### config.mk
export PLATFORM = sky130hd
export DESIGN_NAME = subcarrier_gen
export DESIGN_NICKNAME = d
export VERILOG_FILES = /design/src/rtl/subcarrier_pkg.sv /design/src/rtl/etu_counter.sv /design/src/rtl/subcarrier_gen.sv
export SDC_FILE = /design/constraint.sdc
export NUM_CORES = 1
export LEC_CHECK = 0
export CAP_MARGIN = 20
export CORE_MARGIN = 2
export CORE_UTILIZATION = 40
export DETAILED_ROUTE_END_ITERATION = 8
export PLACE_DENSITY_LB_ADDON = 0.08
export SETUP_SLACK_MARGIN = 0.5
export SLEW_MARGIN = 20
export SYNTH_ARGS = -nofsm -noshare
export SYNTH_HDL_FRONTEND = slang
export SYNTH_HIERARCHICAL = 1
export SYNTH_SLANG_ARGS = --single-unit
### constraint.sdc
create_clock -name clk -period 1.8 [get_ports clk]
set_input_delay 0.45 -clock clk [delete_from_list [all_inputs] [get_ports clk]]
set_output_delay 0.45 -clock clk [all_outputs]
set_load 0.01 [all_outputs]
### src/rtl/subcarrier_pkg.sv
// subcarrier_pkg: shared types and constants for the ISO/IEC 14443-2A PICC
// subcarrier generator and its helpers.
//   div_sel_t       : divisor select encoding for the fc/16 family
//   sc_state_t      : generator FSM state encoding
//   CARRIER_FREQ_HZ : nominal carrier frequency (13.56 MHz)
//   half_period()   : subcarrier half-period in carrier cycles for a div_sel_t
package subcarrier_pkg;

  localparam int CARRIER_FREQ_HZ = 13560000;

  // Largest divisor log2 that the div_sel_t encoding describes (fc/16).
  localparam int FIXED_DIV_LOG2 = 4;

  typedef enum logic [1:0] {
    DIV_16 = 2'd0,
    DIV_8  = 2'd1,
    DIV_4  = 2'd2,
    DIV_2  = 2'd3
  } div_sel_t;

  typedef enum logic {
    ST_IDLE = 1'b0,
    ST_RUN  = 1'b1
  } sc_state_t;

  function automatic int half_period(input div_sel_t sel);
    case (sel)
      DIV_16:  return 8;
      DIV_8:   return 4;
      DIV_4:   return 2;
      default: return 1;
    endcase
  endfunction

endpackage

### src/rtl/etu_counter.sv
// etu_counter: free-running bit-period (ETU) counter with a one-cycle strobe.
// Shared between the transmit subcarrier generator and the receive bit sampler.
//   clk  : carrier clock
//   rst  : asynchronous active-high reset
//   step : high when the following cycle is a counted cycle; low clears the count
//   tick : high during every ETU_CYCLES-th counted cycle
module etu_counter #(
  parameter int ETU_CYCLES = 128
) (
  input  logic clk,
  input  logic rst,
  input  logic step,
  output logic tick
);

  localparam int CW = (ETU_CYCLES > 1) ? $clog2(ETU_CYCLES) : 1;
  localparam logic [CW-1:0] LAST = CW'(ETU_CYCLES - 1);

  // cnt_p0 holds how many counted cycles of the current bit period have
  // already elapsed, so the strobe is registered for the cycle that ends it.
  logic [CW-1:0] cnt_p0;

  always_ff @(posedge clk or posedge rst) begin
    if (rst) begin
      cnt_p0 <= '0;
      tick   <= 1'b0;
    end else if (!step) begin
      cnt_p0 <= '0;
      tick   <= 1'b0;
    end else begin
      tick   <= (cnt_p0 == LAST);
      cnt_p0 <= (cnt_p0 == LAST) ? '0 : cnt_p0 + CW'(1);
    end
  end

endmodule

### src/rtl/subcarrier_gen.sv
// subcarrier_gen: load-modulation subcarrier generator for the ISO/IEC 14443-2A
// PICC transmit path. Produces fc/2^(MAX_DIV_LOG2-div_sel) with 50% duty,
// optional BPSK phase inversion and a bit-period strobe.
//   clk        : 13.56 MHz carrier clock
//   rst        : asynchronous active-high reset
//   en         : subcarrier enable
//   div_sel    : divisor select, 0 = fc/2^MAX_DIV_LOG2; out-of-range values use H=1
//   invert     : BPSK phase request, taken at full-period boundaries
//   subcarrier : subcarrier to the load modulator
//   bit_tick   : one-cycle strobe at each bit-period boundary
//   active     : high during every running cycle
// Build option: define SUBCARRIER_GEN_BPSK_EN to honour invert; otherwise the
// phase is fixed at 0 and no phase register exists.
module subcarrier_gen
  import subcarrier_pkg::*;
#(
  parameter int MAX_DIV_LOG2 = 4,
  parameter int ETU_CYCLES   = 128,
  parameter int DIV_SEL_W    = (MAX_DIV_LOG2 > 1) ? $clog2(MAX_DIV_LOG2) : 1
) (
  input  logic                 clk,
  input  logic                 rst,
  input  logic                 en,
  input  logic [DIV_SEL_W-1:0] div_sel,
  input  logic                 invert,
  output logic                 subcarrier,
  output logic                 bit_tick,
  output logic                 active
);

  localparam int HW = (MAX_DIV_LOG2 > 1) ? MAX_DIV_LOG2 - 1 : 1;
  localparam logic [DIV_SEL_W-1:0] SEL_MAX = DIV_SEL_W'(MAX_DIV_LOG2 - 1);

`ifdef SUBCARRIER_GEN_BPSK_EN
  localparam bit BPSK_EN = 1'b1;
`else
  localparam bit BPSK_EN = 1'b0;
`endif

  sc_state_t            state_p0, state_d;
  logic [DIV_SEL_W-1:0] sel_p0, sel_d, sel_legal;
  logic [HW-1:0]        hcnt_p0, hcnt_d;
  logic                 raw_p0, raw_d;
  logic                 phase_p0, phase_d;
  logic                 sc_p0, sc_d;
  logic                 req_phase;

  // Terminal value of the half-period counter, i.e. H-1.
  function automatic logic [HW-1:0] half_max(input logic [DIV_SEL_W-1:0] sel);
    logic [31:0] sel32;
    int          h;
    sel32 = 32'(sel);
    if (MAX_DIV_LOG2 == FIXED_DIV_LOG2)
      h = half_period(div_sel_t'(sel32[1:0]));
    else
      h = 1 << (MAX_DIV_LOG2 - 1 - int'(sel32));
    return HW'(h - 1);
  endfunction

  assign req_phase = BPSK_EN & invert;
  assign sel_legal = (32'(div_sel) >= 32'(MAX_DIV_LOG2)) ? SEL_MAX : div_sel;

  // raw is the non-inverted waveform; its 0->1 transition is the full-period
  // boundary where a new phase may be taken, so the inverted output never
  // produces a pulse shorter than H.
  always_comb begin
    state_d = state_p0;
    sel_d   = sel_p0;
    hcnt_d  = hcnt_p0;
    raw_d   = raw_p0;
    phase_d = phase_p0;
    case (state_p0)
      ST_IDLE: begin
        if (en) begin
          state_d = ST_RUN;
          sel_d   = sel_legal;
          hcnt_d  = '0;
          raw_d   = 1'b1;
          phase_d = req_phase;
        end
      end
      default: begin
        // Disable takes priority over any period boundary in the same cycle.
        if (!en) begin
          state_d = ST_IDLE;
          sel_d   = '0;
          hcnt_d  = '0;
          raw_d   = 1'b0;
          phase_d = 1'b0;
        end else if (hcnt_p0 == half_max(sel_p0)) begin
          hcnt_d = '0;
          raw_d  = ~raw_p0;
          if (!raw_p0)
            phase_d = req_phase;
        end else begin
          hcnt_d = hcnt_p0 + HW'(1);
        end
      end
    endcase
    sc_d = (state_d == ST_RUN) & (raw_d ^ phase_d);
  end

  // ---- stage p0: generator state and registered output ----
  always_ff @(posedge clk or posedge rst) begin
    if (rst) begin
      state_p0 <= ST_IDLE;
      sel_p0   <= '0;
      hcnt_p0  <= '0;
      raw_p0   <= 1'b0;
      sc_p0    <= 1'b0;
    end else begin
      state_p0 <= state_d;
      sel_p0   <= sel_d;
      hcnt_p0  <= hcnt_d;
      raw_p0   <= raw_d;
      sc_p0    <= sc_d;
    end
  end

`ifdef SUBCARRIER_GEN_BPSK_EN
  always_ff @(posedge clk or posedge rst) begin
    if (rst)
      phase_p0 <= 1'b0;
    else
      phase_p0 <= phase_d;
  end
`else
  assign phase_p0 = 1'b0;
  logic unused_phase;
  assign unused_phase = phase_d;
`endif

  etu_counter #(
    .ETU_CYCLES(ETU_CYCLES)
  ) u_etu (
    .clk (clk),
    .rst (rst),
    .step(en),
    .tick(bit_tick)
  );

  assign subcarrier = sc_p0;
  assign active     = (state_p0 == ST_RUN);

endmodule
==> results.ini <==
[sta]
finalMaxSlewViolations=0
worst_pin_slew_ns=0.323
finalSetupViolations=0
fin_skew_ns=0.00169
tns_ns=0
rsz0062_at_grt=yes
period_share=0.867
clock.fmax_mhz=641
holdWs_ns=0.451
period_needed_ns=1.56
fin_ws_ns=0.239
finalHoldViolations=0
max_slew_margin=0.784

[yosys]
synth_top_area_share=0.509
yosysWarnings=6
ys_top_cells_by_area=dfrtp_1, ha_1, inv_1, nand3_1, nand2_1
ys_seq_elements=16
synth_area_per_cell_um2=9.96
synthesis.area_um2=787
synth.largest_area_cell=dfrtp_1
synth_cells=79
syn_nets=88
ys_seq_area_frac=0.509
synth_cell_types=24

[clock_network]
cts.htree.levels=1
clockBufferDepth=2
clock-root-buffer=clkbuf_4
clkSlewWorstSetupHoldPaths_ns=0.08
cts_num_sinks=16
cts_buffers=3
cts_tree=done
clk_latency_ns=0.27

[layout]
n_fill_cell=186
insertedDiodeCount=0
final_nets=109
regArea_um2=402
utilization=0.537
multiInputGateArea_um2=408
drive_gt1_frac=0.306
area_delta_synth_final_pct=29.7

[worst_setup_path]
cp_top_family=simple AND/OR/NAND/NOR gates
start_kind=flop
ff2ff_path_depth=4
crit_fanout=5
slowest_delay_ns=0.52
path_class=flop to flop
crit_chain=or4bb_1 > a31o_4 > and4b_4 > nor3_2
rr_startpoint=hcnt_p0[1]$_DFFE_PP0P_
crit_buf_inv=0
cp.arrival_ns=1.76
required_ns=2.00
cp-end-kind=flop
r2r_end=raw_p0$_DFF_PP0_
rrSetupSlack_ns=0.24
slowest_stage=or4bb_1

[detailed_routing]
num_vias=637
viasPerCell=5.10
route.antenna.remaining_nets=0
drtIter0Drc=12
drt_wl_total_um=1570
wl_per_cell_um=12.5
drc=0
dr.pass1.iters=4

[min_path]
worstHoldPathType=primary input to asynchronous set/reset pin

[flow_run]
max_cap_violations=0

[die]
core-area_um2=1900
ios=9
chipHeight_um=48.4
start_util=0.414
die_area_um2=2340
rows=16
die_x_um=48.4

[global_route]
grt_start_max_net_pins=9
grt-ovfl-total=0
grt_pass1_wl_um=2680
track_usage=0.149
antenna_found_initial=0
grt_pass1_vias=652

[placement]
place_ws_ns=0.0479
post-dp-hpwl_um=1100
io_buffers=7
gp_congestion=0.724

[status]
outcome=completed

[power]
irDropWorstVdd_mv=0.361
p_leak_nw=0.453
p_per_area_nw_per_um2=699

layout by cell type, fill, tap and decap left out, types with 2 or more instances in the layout:
cell type        count
a21oi_1              2
a21oi_2              2
buf_2                2
buf_4                9
clkbuf_4             3
clkdlybuf4s50_1      3
dfrtp_1             15
ha_4                 2
inv_1                8
nand2_1              8
nand3_1              6
nand4b_1             2
nor2_1               5
nor3_1               2
nor3_2               2
o21ai_0              3
o21ai_1              2
or3_1                2
or4bb_1              2
xor2_1               2
logic make-up (layout without fill, tap and decap cells):
logic type	count (synthesis)	after routing	share of synthesized area
buf+inv	9	28	0.0429
fa+ha+maj	3	3	0.0477
compound gates	13	13	0.0970
flops	16	16	0.509
xor+xnor	3	3	0.0334
simple gates	34	34	0.258
mux	1	1	0.0127
flip-flops by register name, indices dropped and copies added, names as in the netlist:
signal        cells
active            1
hcnt_p0           3
raw_p0            1
sel_p0            2
subcarrier        1
u_etu/cnt_p0      7
u_etu/tick        1
where the power goes:
part / switching (mW) / leakage [nW] / internal, mW
clock: 0.0992 / 0.0138 / 0.0774
combinational: 0.0602 / 0.229 / 0.0733
sequential: 0.0213 / 0.210 / 0.382
total: 0.181 / 0.453 / 0.533
synthesized netlist by cell type (all sizes together):
cell,number
dfrtp,16
nand4b,2
and4b,1
inv,9
or3,2
nand2,8
nor2b,1
nor2,5
a22o,1
xnor2,1
and2b,2
nor3,4
or4bb,2
xor2,2
a21oi,4
a31oi,2
mux2i,1
ha,3
nand3,7
o21ai,5
a31o,1
area by class of cell:
cell class | count | area share
Clock buffer | 3 | 0.0221
Inverter | 9 | 0.0331
Multi-Input combinational cell | 54 | 0.400
Sequential cell | 16 | 0.393
Tap cell | 27 | 0.0331
Timing Repair Buffer | 16 | 0.119
per-layer routing:
metal  GRT usage  vias up  share of wire
met1       0.163      307           0.45
li1            -      318              -
met3      0.0278        6          0.015
met5           0        -              0
met2       0.278        6           0.52
met4      0.0714        0          0.017
metrics by stage:
stage | area, um^2 | total power, mW | std cells
global placement | 907 | 0.509 | 114
finish | 1020 | 0.714 | 125
floorplan | 796 | 0.474 | 79
CTS | 996 | 0.719 | 123
global route | 1020 | 0.763 | 125
detailed placement | 907 | 0.512 | 114
what timing repair did:
action / 4_1_cts / 5_1_grt
setup endpoints to repair: 14 / 11
hold buffers: 0 / 0
buffers inserted: 6 / 2
gates resized for setup: 18 / 4
pin swaps: 1 / 2
worst reg2reg max path: cells and delay by family, from the launching register on:
kind             cells  cell delay [ns]
AO/OA/AOI/OAI        1             0.27
flip-flops           1             0.41
AND/OR/NAND/NOR      3             0.80
how the worst max path moves through the flow:
stage / startpoint / end / cells after the start
after global routing: hcnt_p0[1]$_DFFE_PP0P_ / subcarrier$_DFF_PP0_ / 4
after detailed placement: en / sel_p0[0]$_DFFE_PP0P_ / 6
after global placement: en / sel_p0[0]$_DFFE_PP0P_ / 6
final: hcnt_p0[1]$_DFFE_PP0P_ / raw_p0$_DFF_PP0_ / 4
after floorplan: sel_p0[0]$_DFFE_PP0P_ / subcarrier$_DFF_PP0_ / 4
after CTS: hcnt_p0[0]$_DFFE_PP0P_ / raw_p0$_DFF_PP0_ / 4
(Power assumes the default switching activity.)
==> patch, RTL diff (same settings) <==
Add a define of `SUBCARRIER_GEN_BPSK_EN`.
--- a/src/rtl/subcarrier_gen.sv
+++ b/src/rtl/subcarrier_gen.sv
@@ -11,6 +11,8 @@
 //   active     : high during every running cycle
 // Build option: define SUBCARRIER_GEN_BPSK_EN to honour invert; otherwise the
 // phase is fixed at 0 and no phase register exists.
+`define SUBCARRIER_GEN_BPSK_EN
+
 module subcarrier_gen
   import subcarrier_pkg::*;
 #(
Formal check against the unedited RTL: not equivalent (Yosys sat finds a counterexample within 4 cycles, from zero or initial values and one cycle with rst high).
==> patch against the unedited design <==
Sequential cell count grew 1. Count of clock-buffer cells in the layout stayed put. Area after synthesis rose by 6.7%. Synthesized cell count up 13%. Final area rose by 4.0%. Setup slack improved by 0.12 ns. Power increased by 8.5%. Routed wire length grew 2.8%. Largest cell class unchanged. Highest routed layer unchanged. Critical path type unchanged. Critical endpoint is now subcarrier$_DFF_PP0_.
==> patch: results (changes against the unedited design) <==
Worst path max stage delay -> 0.42 ns (-0.10 ns)
Slowest-stage cell, CP -> dfrtp_1
Vias per Instance -> 4.939 (-3.1%)
DRT Pass-1 Iters -> 3 (-1)
Number of global-route vias before repair -> 648 (-0.61%)
Yosys cell types -> 25 (+4.2%)
Most instantiated cells after synthesis -> dfrtp_1 (17), inv_1 (9), nand2_1 (9)
Cells after DPL -> 124 (+8.8%)
Filler cell count in the final layout -> 201 (+8.1%)
Crit path max fanout -> 7 (+2)
Peak VDD IR -> 394.4 uV (+9.3%)
Post-synth net total -> 98 (+11%)
CP arrival -> 1.65 ns (-0.11 ns)
Worst R2R End -> subcarrier$_DFF_PP0_
Largest net degree at the start of global routing -> 11 (+2)
Outcome -> finished clean
PortBufs -> 8 (+1)
Pleak -> 0.4677 nW (+3.3%)
Initial drt markers -> 7 (-5)
Non-filler cells, final -> 132 (+5.6%)
Tightest Pin Transition -> 0.3423 ns (+0.01907 ns)
Sequential element share of the synthesized area -> 50.67% (-0.20 points)
R2R depth -> 5 (+1)
R2r setup slk -> 0.36 ns (+0.12 ns)
Detailed placer's ending HPWL -> 1.191 mm (+8.4%)
Met2 Usage GRT -> 22.67% (-5.1 points)
GRT Resource Usage Total -> 15.55% (+0.61 points)
Syn_area_per_cell -> 9.433 um2 (-5.3%)
Psw -> 0.0002166 W (+20%)
Routed length per instance -> 12.19 um (-2.6%)
Inserted Clock Buffers -> 3 (unchanged)
Clock skew -> 0.003962 ns (+0.002274 ns)
Critical Path Source -> sel_p0[0]$_DFFE_PP0P_
Clk slew on worst S/H paths -> 0.10 ns (+0.02 ns)
Largest cells by area after synthesis -> dfrtp_1 (51%), xor2_1 (5.2%), ha_1 (4.5%), nand3_1 (4.2%), o21ai_0 (4.2%)
Met3 Resource Use GR -> 3.030% (+0.25 points)
Met1 Usage GRT -> 22.85% (+6.6 points)
Layout cells sized above 1 -> 26.67% (-3.9 points)
Antenna Cells -> 0 (unchanged)
Placer congestion estimate -> 0.7372 (+1.8%)
-- patch: changes by cell type in the layout (fill, tap and decap cells not counted), moves of 2 or more --
cell and change:
nor3_2 -2, nand4b_1 -2, a21oi_1 +2, o21ai_2 +3, or3_1 +2, buf_4 -4
or4bb_1 -2, xor2_1 +3, a21oi_2 -2
-- patch: area by class of cell --
type,instances,area share [%]
inverters,9,3.180
well taps,27,3.180
multi-input cells,61,40.28
flip-flops and latches,17,40.16
clock inverters,1,0.4711
repair buffers,14,10.60
clock buffers,3,2.120
-- patch: worst max path at each step --
stage	depth (start not counted)	to
5_1_grt	5	subcarrier$_DFF_PP0_
6_report	5	subcarrier$_DFF_PP0_
2_1_floorplan	5	phase_p0$_DFF_PP0_
3_3_place_gp	5	hcnt_p0[0]$_DFFE_PP0P_
4_1_cts	5	subcarrier$_DFF_PP0_
3_5_place_dp	5	hcnt_p0[0]$_DFFE_PP0P_
-- patch: cell families after synthesis --
logic type                 Yosys count  synth area share [%]
adders and majority gates            3                 4.471
and+or+nand+nor                     34                 20.57
buffers and inverters               11                 4.918
xor gates and xnor gates             7                 7.303
AOI/OAI and AO/OA                   17                 12.07
DFF                                 17                 50.67
-- patch: stage by stage --
step                cell area (um2)  worst slack [ns]  total power (W)
floorplan                     852.1            0.4390        0.0005166
global placement              972.2           0.02717        0.0005564
detailed placement            972.2          0.003689        0.0005610
CTS                            1036            0.3451        0.0007783
global route                   1062            0.2747        0.0008303
finish                         1062            0.3582        0.0007743
-- patch: power by group through the flow --
stage	combinational (W)	sequential, W	clock [W]
finish	0.000136	0.000436	0.000203
global route	0.000156	0.000441	0.000233
CTS	0.000131	0.000434	0.000214
detailed placement	0.000118	0.000443	0
global placement	0.000115	0.000442	0
floorplan	0.0000830	0.000434	0
-- patch: repair_timing --
action | in CTS | in global routing
endpoints found under the hold margin | 0 | 0
gates resized for setup | 19 | 10
buffers inserted | 4 | 0
pin swaps | 6 | 1
hold buffers | 0 | 0
endpoints found under the setup margin | 14 | 13
gates cloned | 0 | 0
-- patch: per-layer routing --
| metal | vias up | share of wire [%] |
|---|---|---|
| li1 | 336 | - |
| met1 | 306 | 51 |
| met2 | 8 | 44 |
| met3 | 2 | 3.7 |
| met4 | 0 | 0.87 |
| met5 | - | 0 |
-- patch: worst max-delay path, delay by kind of cell, from the launching register on --
kind	cells	cell delay [ns]
xor+xnor	1	0.14
simple gates	3	0.67
flops	1	0.42
compound gates	1	0.14
